File: src/rtl/uart_tx_arbiter.sv
// Round-robin arbiter sharing one uart_tx among NUM_REQ byte requesters, with a tx_done watchdog.
// Define UART_ARB_TAG_EN to precede each payload byte with an ASCII tag '0'+grant_id.
module uart_tx_arbiter #(
    parameter int unsigned NUM_REQ     = 4,
    parameter int unsigned TIMEOUT_CYC = 200000
) (
    input  logic                 clk,
    input  logic                 rst,
    input  logic [NUM_REQ-1:0]   req_valid,
    input  logic [8*NUM_REQ-1:0] req_data,
    output logic [NUM_REQ-1:0]   req_ready,
    output logic                 tx_start,
    output logic [7:0]           tx_data,
    input  logic                 tx_busy,
    input  logic                 tx_done,
    output logic [2:0]           grant_id,
    output logic                 active,
    output logic                 timeout_err
);

    localparam int unsigned     WD_W      = $clog2(TIMEOUT_CYC);
    localparam logic [WD_W-1:0] WD_LAST   = WD_W'(TIMEOUT_CYC - 1);
    localparam logic [2:0]      GRANT_RST = 3'(NUM_REQ - 1);

`ifdef UART_ARB_TAG_EN
    typedef enum logic [1:0] {S_IDLE, S_START, S_WAIT_DONE, S_TAG} state_t;
`else
    typedef enum logic [1:0] {S_IDLE, S_START, S_WAIT_DONE} state_t;
`endif

    state_t             state_q, state_d;
    logic [NUM_REQ-1:0] req_ready_q, req_ready_d;
    logic               tx_start_q, tx_start_d;
    logic [7:0]         tx_data_q, tx_data_d;
    logic [2:0]         grant_q, grant_d;
    logic               active_q;
    logic               timeout_err_q, timeout_err_d;
    logic [WD_W-1:0]    wd_q, wd_d;

`ifdef UART_ARB_TAG_EN
    logic [7:0]         payload_q, payload_d;
    logic               tag_phase_q, tag_phase_d;
`endif

    logic               lo_hit, hi_hit;
    logic [2:0]         lo_id, hi_id;
    logic [NUM_REQ-1:0] lo_oh, hi_oh;
    logic [7:0]         lo_byte, hi_byte;
    logic               win_hit;
    logic [2:0]         win_id;
    logic [NUM_REQ-1:0] win_oh;
    logic [7:0]         win_byte;

    // Lowest valid index above the last grant wins, else lowest valid index overall.
    always_comb begin
        lo_hit  = 1'b0;
        hi_hit  = 1'b0;
        lo_id   = '0;
        hi_id   = '0;
        lo_oh   = '0;
        hi_oh   = '0;
        lo_byte = '0;
        hi_byte = '0;
        for (int i = int'(NUM_REQ) - 1; i >= 0; i--) begin
            if (req_valid[i]) begin
                lo_hit    = 1'b1;
                lo_id     = 3'(i);
                lo_oh     = '0;
                lo_oh[i]  = 1'b1;
                lo_byte   = req_data[8*i +: 8];
                if (3'(i) > grant_q) begin
                    hi_hit    = 1'b1;
                    hi_id     = 3'(i);
                    hi_oh     = '0;
                    hi_oh[i]  = 1'b1;
                    hi_byte   = req_data[8*i +: 8];
                end
            end
        end
    end

    assign win_hit  = lo_hit;
    assign win_id   = hi_hit ? hi_id   : lo_id;
    assign win_oh   = hi_hit ? hi_oh   : lo_oh;
    assign win_byte = hi_hit ? hi_byte : lo_byte;

    // Next-state and registered-output logic.
    always_comb begin
        state_d       = state_q;
        req_ready_d   = '0;
        tx_start_d    = 1'b0;
        tx_data_d     = tx_data_q;
        grant_d       = grant_q;
        timeout_err_d = timeout_err_q;
        wd_d          = wd_q;
`ifdef UART_ARB_TAG_EN
        payload_d     = payload_q;
        tag_phase_d   = tag_phase_q;
`endif
        case (state_q)
            S_IDLE: begin
                if (win_hit && !tx_busy) begin
                    grant_d     = win_id;
                    req_ready_d = win_oh;
`ifdef UART_ARB_TAG_EN
                    tx_data_d   = 8'h30 + 8'(win_id);
                    payload_d   = win_byte;
                    state_d     = S_TAG;
`else
                    tx_data_d   = win_byte;
                    state_d     = S_START;
`endif
                end
            end
            S_START: begin
                tx_start_d = 1'b1;
                wd_d       = '0;
                state_d    = S_WAIT_DONE;
            end
`ifdef UART_ARB_TAG_EN
            S_TAG: begin
                tx_start_d  = 1'b1;
                wd_d        = '0;
                tag_phase_d = 1'b1;
                state_d     = S_WAIT_DONE;
            end
`endif
            S_WAIT_DONE: begin
                wd_d = wd_q + 1'b1;
                // tx_done wins over a coincident watchdog expiry
                if (tx_done) begin
`ifdef UART_ARB_TAG_EN
                    if (tag_phase_q) begin
                        tag_phase_d = 1'b0;
                        tx_data_d   = payload_q;
                        state_d     = S_START;
                    end else begin
                        state_d     = S_IDLE;
                    end
`else
                    state_d = S_IDLE;
`endif
                end else if (wd_q == WD_LAST) begin
                    timeout_err_d = 1'b1;
                    state_d       = S_IDLE;
`ifdef UART_ARB_TAG_EN
                    tag_phase_d   = 1'b0;
`endif
                end
            end
            default: state_d = S_IDLE;
        endcase
    end

    always_ff @(posedge clk or posedge rst) begin
        if (rst) begin
            state_q <= S_IDLE;
        end else begin
            state_q <= state_d;
        end
    end

    always_ff @(posedge clk or posedge rst) begin
        if (rst) begin
            req_ready_q   <= '0;
            tx_start_q    <= 1'b0;
            tx_data_q     <= 8'h00;
            grant_q       <= GRANT_RST;
            active_q      <= 1'b0;
            timeout_err_q <= 1'b0;
            wd_q          <= '0;
        end else begin
            req_ready_q   <= req_ready_d;
            tx_start_q    <= tx_start_d;
            tx_data_q     <= tx_data_d;
            grant_q       <= grant_d;
            active_q      <= (state_d != S_IDLE);
            timeout_err_q <= timeout_err_d;
            wd_q          <= wd_d;
        end
    end

`ifdef UART_ARB_TAG_EN
    always_ff @(posedge clk or posedge rst) begin
        if (rst) begin
            payload_q   <= 8'h00;
            tag_phase_q <= 1'b0;
        end else begin
            payload_q   <= payload_d;
            tag_phase_q <= tag_phase_d;
        end
    end
`endif

    assign req_ready   = req_ready_q;
    assign tx_start    = tx_start_q;
    assign tx_data     = tx_data_q;
    assign grant_id    = grant_q;
    assign active      = active_q;
    assign timeout_err = timeout_err_q;

endmodule

File: config.mk
export PLATFORM = sky130hd
export DESIGN_NAME = uart_tx_arbiter
export DESIGN_NICKNAME = d
export VERILOG_FILES = /design/src/rtl/uart_tx_arbiter.sv
export SDC_FILE = /design/constraint.sdc
export NUM_CORES = 1
export LEC_CHECK = 0
export CAP_MARGIN = 10
export CORE_MARGIN = 2
export CORE_UTILIZATION = 54
export DETAILED_ROUTE_END_ITERATION = 12
export HOLD_SLACK_MARGIN = 0.03
export PLACE_DENSITY = 0.86
export SLEW_MARGIN = 20
export SYNTH_ARGS = -nofsm -noshare
export SYNTH_HDL_FRONTEND = slang
export SYNTH_SLANG_ARGS = --single-unit
File: constraint.sdc
create_clock -name clk -period 4.5 [get_ports clk]
set_clock_uncertainty 0.1 [all_clocks]
set_input_delay 0.675 -clock clk [delete_from_list [all_inputs] [get_ports clk]]
set_output_delay 0.675 -clock clk [all_outputs]
set_load 0.02 [all_outputs]
==> results.tsv, run 1 <==
metric	value	unit
maxcap violations	0	
area used by sequential logic in the layout	928	µm²
global-route total usage across every layer	0.247	
initial standard-cell utilization of the core	0.557	
total CTS buffers	5	
type of destination of the critical path	flop	
total wirelength of the detailed-routed design	6020	µm
post-route ant nets	0	
half-perimeter wire length after placement	4240	µm
area overhead of the layout relative to synthesis	27.7	%
post-cts repair resize count	0	
highest-count cells in the layout ignoring fill and taps	sky130_fd_sc_hd__clkdlybuf4s50_1 (56), sky130_fd_sc_hd__dfrtp_1 (35), sky130_fd_sc_hd__nand2_1 (31), sky130_fd_sc_hd__nor2_1 (22), sky130_fd_sc_hd__a21oi_1 (16)	
Clock Latency Late Sink	0.28	ns
transition time of the tightest slew-check pin	1.01	ns
fraction of final layout cells with drive strength greater than 1	0.0640	
DR pass1 iterations	4	
detailed-routed wire length on met2	2970	µm
die span in x	70.8	µm
synthesized instance count	278	
global route total overflow	0	
detailed-route vias per instance	6.28	
post-route fraction of the period consumed by the critical path	0.698	
master cell of the clock root buffer	sky130_fd_sc_hd__clkbuf_8	
routed len/inst	15.8	µm
number of fill cells in the layout	330	
result of the run	completed	
Post-synth ARST share	1.00	
class of the most critical hold timing path	flop to flop	
Sum Neg Setup Slack	0	ns
final worst path period need	3.14	ns
Worst IR Drop VDD	0.294	mV
count of placed standard cells including taps	372	
worst hold margin	0.358	ns
CTS clock-pin slew for the worst setup and hold paths	0.07	ns
sequential share of the synthesized area	0.386	
unique cell type count in the Yosys netlist	52	
worst setup path category	input pin to flop	
max-slew violation total from the final report	0	
Die Span Y	70.8	µm
clock tree from TritonCTS	yes	
total of hold buffers inserted after clock tree synthesis	0	
antenna violations before repair	0	
number of failing hold endpoints at the final stage	0	
count of port buffers added during placement	56	
first-pass GRT wire length	9960	µm
number of nets in the synthesized netlist	323	
Met3 Wirelength	395	µm
pin count of the biggest net entering global routing	38	
Die Footprint	5010	µm²
Avg Cell Area, Syn	8.66	µm²
DRC viols	0	
Ant. Diodes	0	
clock sink total	37	
Critical Path Source Type	input pin	
internal cell power	0.817	mW
switching component of the power	0.572	mW
logic gate share of total power	0.486	
final RePlAce weighted congestion	0.832	
met1 routed wirelength after detailed routing	2600	µm
highest clock frequency the design can meet	319	MHz
number of design-rule violations left by the first detailed-router iteration	194	
static leakage	1.24	nW
synthesis warning total	0	
H-Tree Level Count	2	
CP required	4.60	ns
core area	4320	µm²
buffer depth of the longest clock path	2	
portion of total power attributed to sequential cells	0.352	
RSZ-0062 raised after global routing	false	
proportion of total power due to net switching	0.412	
number of vias in the routed layout	2387	
Worst EP arrival	3.24	ns
post-synthesis instance area	2410	µm²
dominant register cell in the synthesized netlist	sky130_fd_sc_hd__dfrtp_1	
multi-input combinational cell area	1360	µm²
total power divided by cell area	452	nW/µm²
number of nets in the layout	372	
register bit total from synthesis	37	
number of top-level pins	58	
count of flip-flops with a built-in enable after synthesis	0	
most frequent standard cell in the layout excluding fill and tap cells	sky130_fd_sc_hd__clkdlybuf4s50_1	
via count of the first global-routing pass	2184	
post-CTS repair timing setup buffer count	0	
topmost layer with routed signal wires	met4	
normalized max-slew margin	0.328	
post-route insts no fill	380	
Clk pwr share	0.162	
standard-cell rows	24	
critical path peak fanout	25	
final setup violation count	0	
-- Yosys cell counts, drive strengths merged (4+ instances only) --
| master | instances | area, µm² |
|---|---|---|
| o211ai | 7 | 52.6 |
| a32o | 8 | 80.1 |
| nor2 | 22 | 82.6 |
| a21oi | 16 | 80.1 |
| or3 | 7 | 43.8 |
| nand3 | 8 | 45.0 |
| clkbuf | 13 | 48.8 |
| o31ai | 5 | 37.5 |
| inv | 15 | 56.3 |
| buf | 4 | 20.0 |
| o21ai | 9 | 45.0 |
| o2111ai | 6 | 52.6 |
| ha | 5 | 62.6 |
| nor2b | 4 | 25.0 |
| mux2i | 10 | 100 |
| or4 | 6 | 52.6 |
| dfrtp | 35 | 876 |
| nand2b | 5 | 31.3 |
| a21o | 5 | 38.8 |
| nor3 | 8 | 40.0 |
| a31oi | 7 | 43.8 |
| nand2 | 32 | 128 |
| o22ai | 6 | 37.5 |
| xnor2 | 4 | 35.0 |
-- per-stage QoR --
step	utilization	cell area, µm²	worst slack, ns	power (mW)
after floorplan	-	2410	2.27	0.918
after global placement	0.692	2990	1.26	1.15
after detailed placement	0.692	2990	1.07	1.17
after CTS	0.711	3070	1.41	1.39
after global routing	0.711	3070	1.18	1.48
final	0.711	3070	1.36	1.39
-- logic make-up after synthesis --
| family | Yosys count | share of synthesized area |
|---|---|---|
| buffers and inverters | 32 | 0.0520 |
| and+or+nand+nor | 105 | 0.230 |
| adders and majority gates | 5 | 0.0260 |
| other | 1 | 0.00156 |
| muxes | 10 | 0.0416 |
| xor gates and xnor gates | 4 | 0.0146 |
| AOI/OAI and AO/OA | 84 | 0.248 |
| DFF | 37 | 0.386 |
-- area by class of cell --
cell class	instances	area share
clock buffer	6	0.0236
clock inverter	2	0.00326
inverter	15	0.0183
multi-input combinational	209	0.442
sequential	37	0.302
tap	52	0.0212
timing repair buffer	59	0.190
-- routing by layer --
layer / global-route usage / vias to the layer above
met5: 0 / -
met4: 0.0776 / 0
met3: 0.0470 / 8
met2: 0.411 / 95
met1: 0.326 / 1153
li1: - / 1131
-- power by group through the flow --
stage          Sequential [mW]  Combinational [mW]  Clock [mW]
4_1_cts                  0.489               0.675       0.229
6_report                 0.489               0.675       0.224
2_1_floorplan            0.536               0.382           0
5_1_grt                  0.500               0.733       0.242
3_5_place_dp             0.493               0.672           0
3_3_place_gp             0.491               0.654           0
-- path summary, 6_finish.rpt --
kind                       cells after the start         start  slack, ns           to
max in group asynchronous                      3           rst       3.25  grant_id[1]
hold / removal                                 1   timeout_err       0.36  timeout_err
min in group asynchronous                      3           rst       0.69   tx_data[2]
setup / recovery                               5  req_valid[2]       1.36   tx_data[4]
setup reg to reg                               6    state_q[0]       1.80     wd_q[17]
hold reg to reg                                1   timeout_err       0.36  timeout_err
-- state kept, by name, summed over array words and instances (netlist names) --
signal	cells
wd_q	18
tx_data	8
req_ready	4
grant_id	2
state_q	2
active	1
timeout_err	1
tx_start	1
-- critical path: stages --
cell and delay [ns]:
sky130_fd_sc_hd__clkdlybuf4s50_1 0.83, sky130_fd_sc_hd__or2_2 0.49, sky130_fd_sc_hd__o221ai_1 0.78, sky130_fd_sc_hd__o2111ai_1 0.22
sky130_fd_sc_hd__a31oi_1 0.23
Power figures use the tool's default switching activity.
==> run 2: changes to the inputs <==
--- a/config.mk
+++ b/config.mk
@@ -7,10 +7,10 @@
 export LEC_CHECK = 0
 export CAP_MARGIN = 10
 export CORE_MARGIN = 2
-export CORE_UTILIZATION = 54
+export CORE_UTILIZATION = 45
 export DETAILED_ROUTE_END_ITERATION = 12
 export HOLD_SLACK_MARGIN = 0.03
-export PLACE_DENSITY = 0.86
+export PLACE_DENSITY = 0.76
 export SLEW_MARGIN = 20
 export SYNTH_ARGS = -nofsm -noshare
 export SYNTH_HDL_FRONTEND = slang
==> constraint.sdc (replaced) <==
create_clock -name clk -period 2.7 [get_ports clk]
set_clock_uncertainty 0.1 [all_clocks]
set_input_delay 0.405 -clock clk [delete_from_list [all_inputs] [get_ports clk]]
set_output_delay 0.405 -clock clk [all_outputs]
set_load 0.02 [all_outputs]
==> results.tsv, run 2 (synthesis results as in run 1) <==
metric	value	unit	change
result of the run	completed		unchanged
worst hold margin	0.385	ns	was 0.358 ns
H-Tree Level Count	2		unchanged
class of the most critical hold timing path	flop to flop		unchanged
static leakage	1.28	nW	was 1.24 nW
post-route ant nets	0		unchanged
count of port buffers added during placement	56		unchanged
routed len/inst	15.4	µm	was 15.8 µm
fraction of final layout cells with drive strength greater than 1	0.0858		was 0.0640
detailed-route vias per instance	5.76		was 6.28
total wirelength of the detailed-routed design	6270	µm	was 6020 µm
RSZ-0062 raised after global routing	false		unchanged
post-route insts no fill	408		was 380
transition time of the tightest slew-check pin	0.683	ns	was 1.01 ns
proportion of total power due to net switching	0.404		was 0.412
total of hold buffers inserted after clock tree synthesis	0		unchanged
capturing point of the worst reg2reg path	wd_q[17]		unchanged
Worst IR Drop VDD	0.456	mV	was 0.294 mV
post-detailed-placement cell area	3090	µm²	was 2990 µm²
global-route total usage across every layer	0.229		was 0.247
Clk pwr share	0.157		was 0.162
die span in x	77.1	µm	was 70.8 µm
global route total overflow	0		unchanged
DRC viols	0		unchanged
total CTS buffers	5		unchanged
number of vias in the routed layout	2351		was 2387
clock tree from TritonCTS	yes		unchanged
worst r2r path cells	6		unchanged
number of top-level pins	58		unchanged
Ant. Diodes	0		unchanged
reg2reg setup slack	0.35	ns	was 1.80 ns
DR pass1 iterations	4		unchanged
normalized max-slew margin	0.532		was 0.328
setup ws final	0.354	ns	was 1.36 ns
Most flops, register	wd_q		unchanged
Die Span Y	77.1	µm	was 70.8 µm
Die Footprint	5950	µm²	was 5010 µm²
highest-count cells in the layout ignoring fill and taps	sky130_fd_sc_hd__clkdlybuf4s50_1 (56), sky130_fd_sc_hd__dfrtp_1 (35), sky130_fd_sc_hd__nand2_1 (31), sky130_fd_sc_hd__nor2_1 (22), sky130_fd_sc_hd__a21oi_1 (16)		unchanged
antenna violations before repair	0		unchanged
pin count of the biggest net entering global routing	38		unchanged
Worst Hold Path EP	timeout_err		unchanged
CP required	2.81	ns	was 4.60 ns
type of destination of the critical path	flop		unchanged
switching component of the power	0.960	mW	was 0.572 mW
logic gate share of total power	0.502		was 0.486
number of flip-flops in the largest register	18		unchanged
first-pass GRT wire length	11000	µm	was 9960 µm
post-placement setup slack	0.359	ns	was 1.07 ns
Sum Neg Setup Slack	0	ns	unchanged
Clock Latency Late Sink	0.29	ns	was 0.28 ns
number of nets in the layout	382		was 372
post-cts repair resize count	0		unchanged
total power divided by cell area	750	nW/µm²	was 452 nW/µm²
initial standard-cell utilization of the core	0.468		was 0.557
critical path peak fanout	6		was 25
portion of total power attributed to sequential cells	0.342		was 0.352
via count of the first global-routing pass	2317		was 2184
post-CTS repair timing setup buffer count	0		unchanged
Critical Path Source Type	flop		was input pin
clock sink total	37		unchanged
post-route fraction of the period consumed by the critical path	0.869		
final setup violation count	0		unchanged
number of design-rule violations left by the first detailed-router iteration	115		was 194
final worst path period need	2.35	ns	
origin of the worst min-delay path	timeout_err		unchanged
count of placed standard cells including taps	400		was 372
Worst EP arrival	2.46	ns	was 3.24 ns
standard-cell rows	26		was 24
highest clock frequency the design can meet	426	MHz	
max-slew violation total from the final report	0		unchanged
half-perimeter wire length after placement	4680	µm	was 4240 µm
final RePlAce weighted congestion	0.911		was 0.832
maxcap violations	0		unchanged
worst setup path category	flop to flop		was input pin to flop
internal cell power	1.42	mW	was 0.817 mW
count of cells along the worst hold path	1		unchanged
CTS clock-pin slew for the worst setup and hold paths	0.07	ns	about the same
number of failing hold endpoints at the final stage	0		unchanged
most frequent standard cell in the layout excluding fill and tap cells	sky130_fd_sc_hd__clkdlybuf4s50_1		unchanged
buffer depth of the longest clock path	2		unchanged
area overhead of the layout relative to synthesis	31.7	%	was 27.7%
master cell of the clock root buffer	sky130_fd_sc_hd__clkbuf_8		unchanged
final std cell area, no fill	3170	µm²	was 3070 µm²
FF-to-FF Start	state_q[0]		unchanged
core area	5140	µm²	was 4320 µm²
[run 2: cell types whose count changed in the layout (fill, tap and decap cells not counted)]
| cell | before | now |
|---|---|---|
| sky130_fd_sc_hd__clkbuf_1 | 1 | 3 |
| sky130_fd_sc_hd__buf_4 | 3 | 13 |
| sky130_fd_sc_hd__clkinv_2 | 2 | 0 |
[run 2: worst max path at each step]
stage                 startpoint          to  slack [ns]  depth (start not counted)
floorplan             state_q[0]    wd_q[17]        0.47                          6
global placement    req_valid[2]  tx_data[7]        0.43                          5
detailed placement  req_valid[2]  tx_data[7]        0.36                          5
CTS                   state_q[0]    wd_q[17]        0.35                          6
global route          state_q[0]    wd_q[17]        0.22                          6
finish                state_q[0]    wd_q[17]        0.35                          6
[run 2: power by group through the flow]
stage | Clock, mW | Sequential (mW) | Combinational (mW)
floorplan | 0 | 0.893 | 0.637
global placement | 0 | 0.814 | 1.17
detailed placement | 0 | 0.821 | 1.19
CTS | 0.388 | 0.812 | 1.19
global route | 0.408 | 0.836 | 1.31
finish | 0.372 | 0.812 | 1.19
[run 2: per-stage QoR]
step | total power, mW | utilization
6_report | 2.38 | 0.617
4_1_cts | 2.39 | 0.617
2_1_floorplan | 1.53 | -
5_1_grt | 2.55 | 0.617
3_3_place_gp | 1.98 | 0.601
3_5_place_dp | 2.01 | 0.601
[run 2: routing by layer]
metal	up-vias	routed length (µm)	global-route usage
li1	1149	-	-
met1	1127	2760	0.293
met2	65	3110	0.382
met3	10	275	0.0412
met4	0	122	0.0893
met5	-	0	0
[run 2: critical path, stage by stage, from the launching register on]
cell and delay, ns:
sky130_fd_sc_hd__dfrtp_1 0.43, sky130_fd_sc_hd__inv_1 0.11, sky130_fd_sc_hd__ha_1 0.31, sky130_fd_sc_hd__nand4_1 0.16, sky130_fd_sc_hd__or4_4 0.49, sky130_fd_sc_hd__or4_1 0.52, sky130_fd_sc_hd__a21oi_1 0.15
[run 2: layout make-up]
class,instances,area [µm²]
flip-flops and latches,37,928
well taps,70,87.6
multi-input cells,209,1360
inverters,15,56.3
clock buffers,8,80.1
fillers,477,1970
repair buffers,69,658
==> RTL change, RTL diff (flow settings as in run 2) <==
Add a define of `UART_ARB_TAG_EN`.
--- a/src/rtl/uart_tx_arbiter.sv
+++ b/src/rtl/uart_tx_arbiter.sv
@@ -2,2 +2,4 @@
 // Define UART_ARB_TAG_EN to precede each payload byte with an ASCII tag '0'+grant_id.
+`define UART_ARB_TAG_EN
+
 module uart_tx_arbiter #(
Behaviour: not the same (a bounded check fails within 4 cycles, from zero or initial values and one cycle with rst high).
==> RTL change against run 2 <==
Worst setup slack better by 0.050 ns. Sequential cell count increased by 9. Cell area grew 8.6%. Core utilization down 2.5 points. Power is 15% higher. Wire length is essentially flat. Sequential power grew 34%. Clock power is 37% higher. Area after synthesis grew 11%. Critical path type is now flop to output pin.
==> RTL change: results (changes against run 2) <==
Run status
  • Status: completed

Floorplanning
  • Total die area: 6570 sq um (+10%)

Global route
  • GRT Total Usage: 0.208 (-0.0208)
  • Vias in the first global route: 2275 (-1.8%)
  • Largest net degree at the start of global routing: 26 (-32%)

Synthesis
  • Multiplexer share of the synthesized area: 0.0370 (-0.00460)
  • Synth Area in XOR/XNOR: 0.0393 (+0.0248)
  • Compound-Gate Fraction of Synth Area: 0.203 (-0.0457)
  • Seq/Total Area, Yosys: 0.432 (+0.0460)
  • Synth Area in Adders: 0.00468 (-0.0213)
  • Library cells used by synthesis: 57 (+9.6%)
  • Syn Nets: 332 (+2.8%)
  • Area contributors post-synth: dfrtp_1, nor2_1, o21ai_0, a21oi_1, mux2_2
  • Mean Syn Cell Area: 9.18 sq um (+6.1%)

Drt
  • Routed WL: 6270 um (about the same)
  • First-pass DRT Iterations: 8 (+4)
  • Vias after detailed routing: 2367 (+0.68%)
  • Drt via density: 5.61 (-2.7%)
  • First-iteration detailed-routing DRC count: 149 (+30%)

Finish
  • Ant diodes: 0 (unchanged)
  • Share of cells above drive strength 1: 0.110 (+0.0237)
  • Nets@finish: 387 (+1.3%)

Clocking
  • Clk pin slew, worst setup/hold paths: 0.09 ns (+0.02 ns)
  • Post-CTS Resized: 0 (unchanged)
  • Root Buffer: clkbuf_8

Min path
  • Hold Path Class: primary input to async pin

Critical path
  • CP arrival: 1.79 ns (-0.67 ns)
  • Critical-path top delay cell: dfstp_2
  • Critical Path Max Stage Delay: 0.80 ns (+0.28 ns)
  • Crit path max fanout: 23 (+17)
  • Worst path top cell family by delay: flip-flops

Timing
  • Tightest Pin Transition: 0.634 ns (-0.0483 ns)

Placement
  • Placed insts: 414 (+3.5%)
  • DP Area: 3330 sq um (+7.9%)
  • DP Wirelength: 4720 um (+0.80%)
  • Placer Congestion: 0.834 (-8.4%)
  • Place WS: 0.299 ns (-0.0600 ns)

Pwr
  • Leak Pwr: 1.42 nW (+10%)
  • Worst vdd ir: 383 uV (-16%)
## RTL change: per-stage QoR
stage | hold WS [ns] | utilization
after floorplan | 0.380 | -
after global placement | 0.375 | 0.573
after detailed placement | 0.373 | 0.573
after CTS | 0.264 | 0.592
after global routing | 0.291 | 0.592
final | 0.254 | 0.592
## RTL change: power by group
part / total (mW) / internal, mW / switching, mW
logic: 1.12 / 0.523 / 0.600
clock network: 0.510 / 0.276 / 0.234
registers: 1.09 / 0.891 / 0.201
## RTL change: metal layers
layer,part of all wire,wire length (um),vias up,global-route usage
li1,-,-,1168,-
met4,0.011,72,0,0.0695
met5,0,0,-,0
met2,0.49,3070,90,0.349
met1,0.44,2740,1101,0.267
met3,0.061,385,8,0.0456
## RTL change: worst paths after layout
check / startpoint / end / slack, ns / cells after the start
worst max register to register: state_q[1]$_DFF_PP0_ / wd_q[15]$_DFFE_PP0N_ / 0.47 / 4
worst max-delay path: grant_id[1]$_DFFE_PP1P_ / grant_id[1] / 0.40 / 1
worst min register to register: tx_data[2]$_DFFE_PP0P_ / tx_data[2]$_DFFE_PP0P_ / 0.38 / 2
worst min-delay path: rst / payload_q[0]$_DFFE_PP0P_ / 0.25 / 2
min in group clk: tx_data[2]$_DFFE_PP0P_ / tx_data[2]$_DFFE_PP0P_ / 0.38 / 2
max in group asynchronous: rst / grant_id[1]$_DFFE_PP1P_ / 1.68 / 3
## RTL change: cell type report
cell class              instances  area [sq um]
fillers                       534          2370
multi-input cells             211          1380
flip-flops and latches         46          1150
repair buffers                 69           658
well taps                      75          93.8
clock buffers                   6          72.6
inverters                      13          48.8
clock inverters                 2          37.5
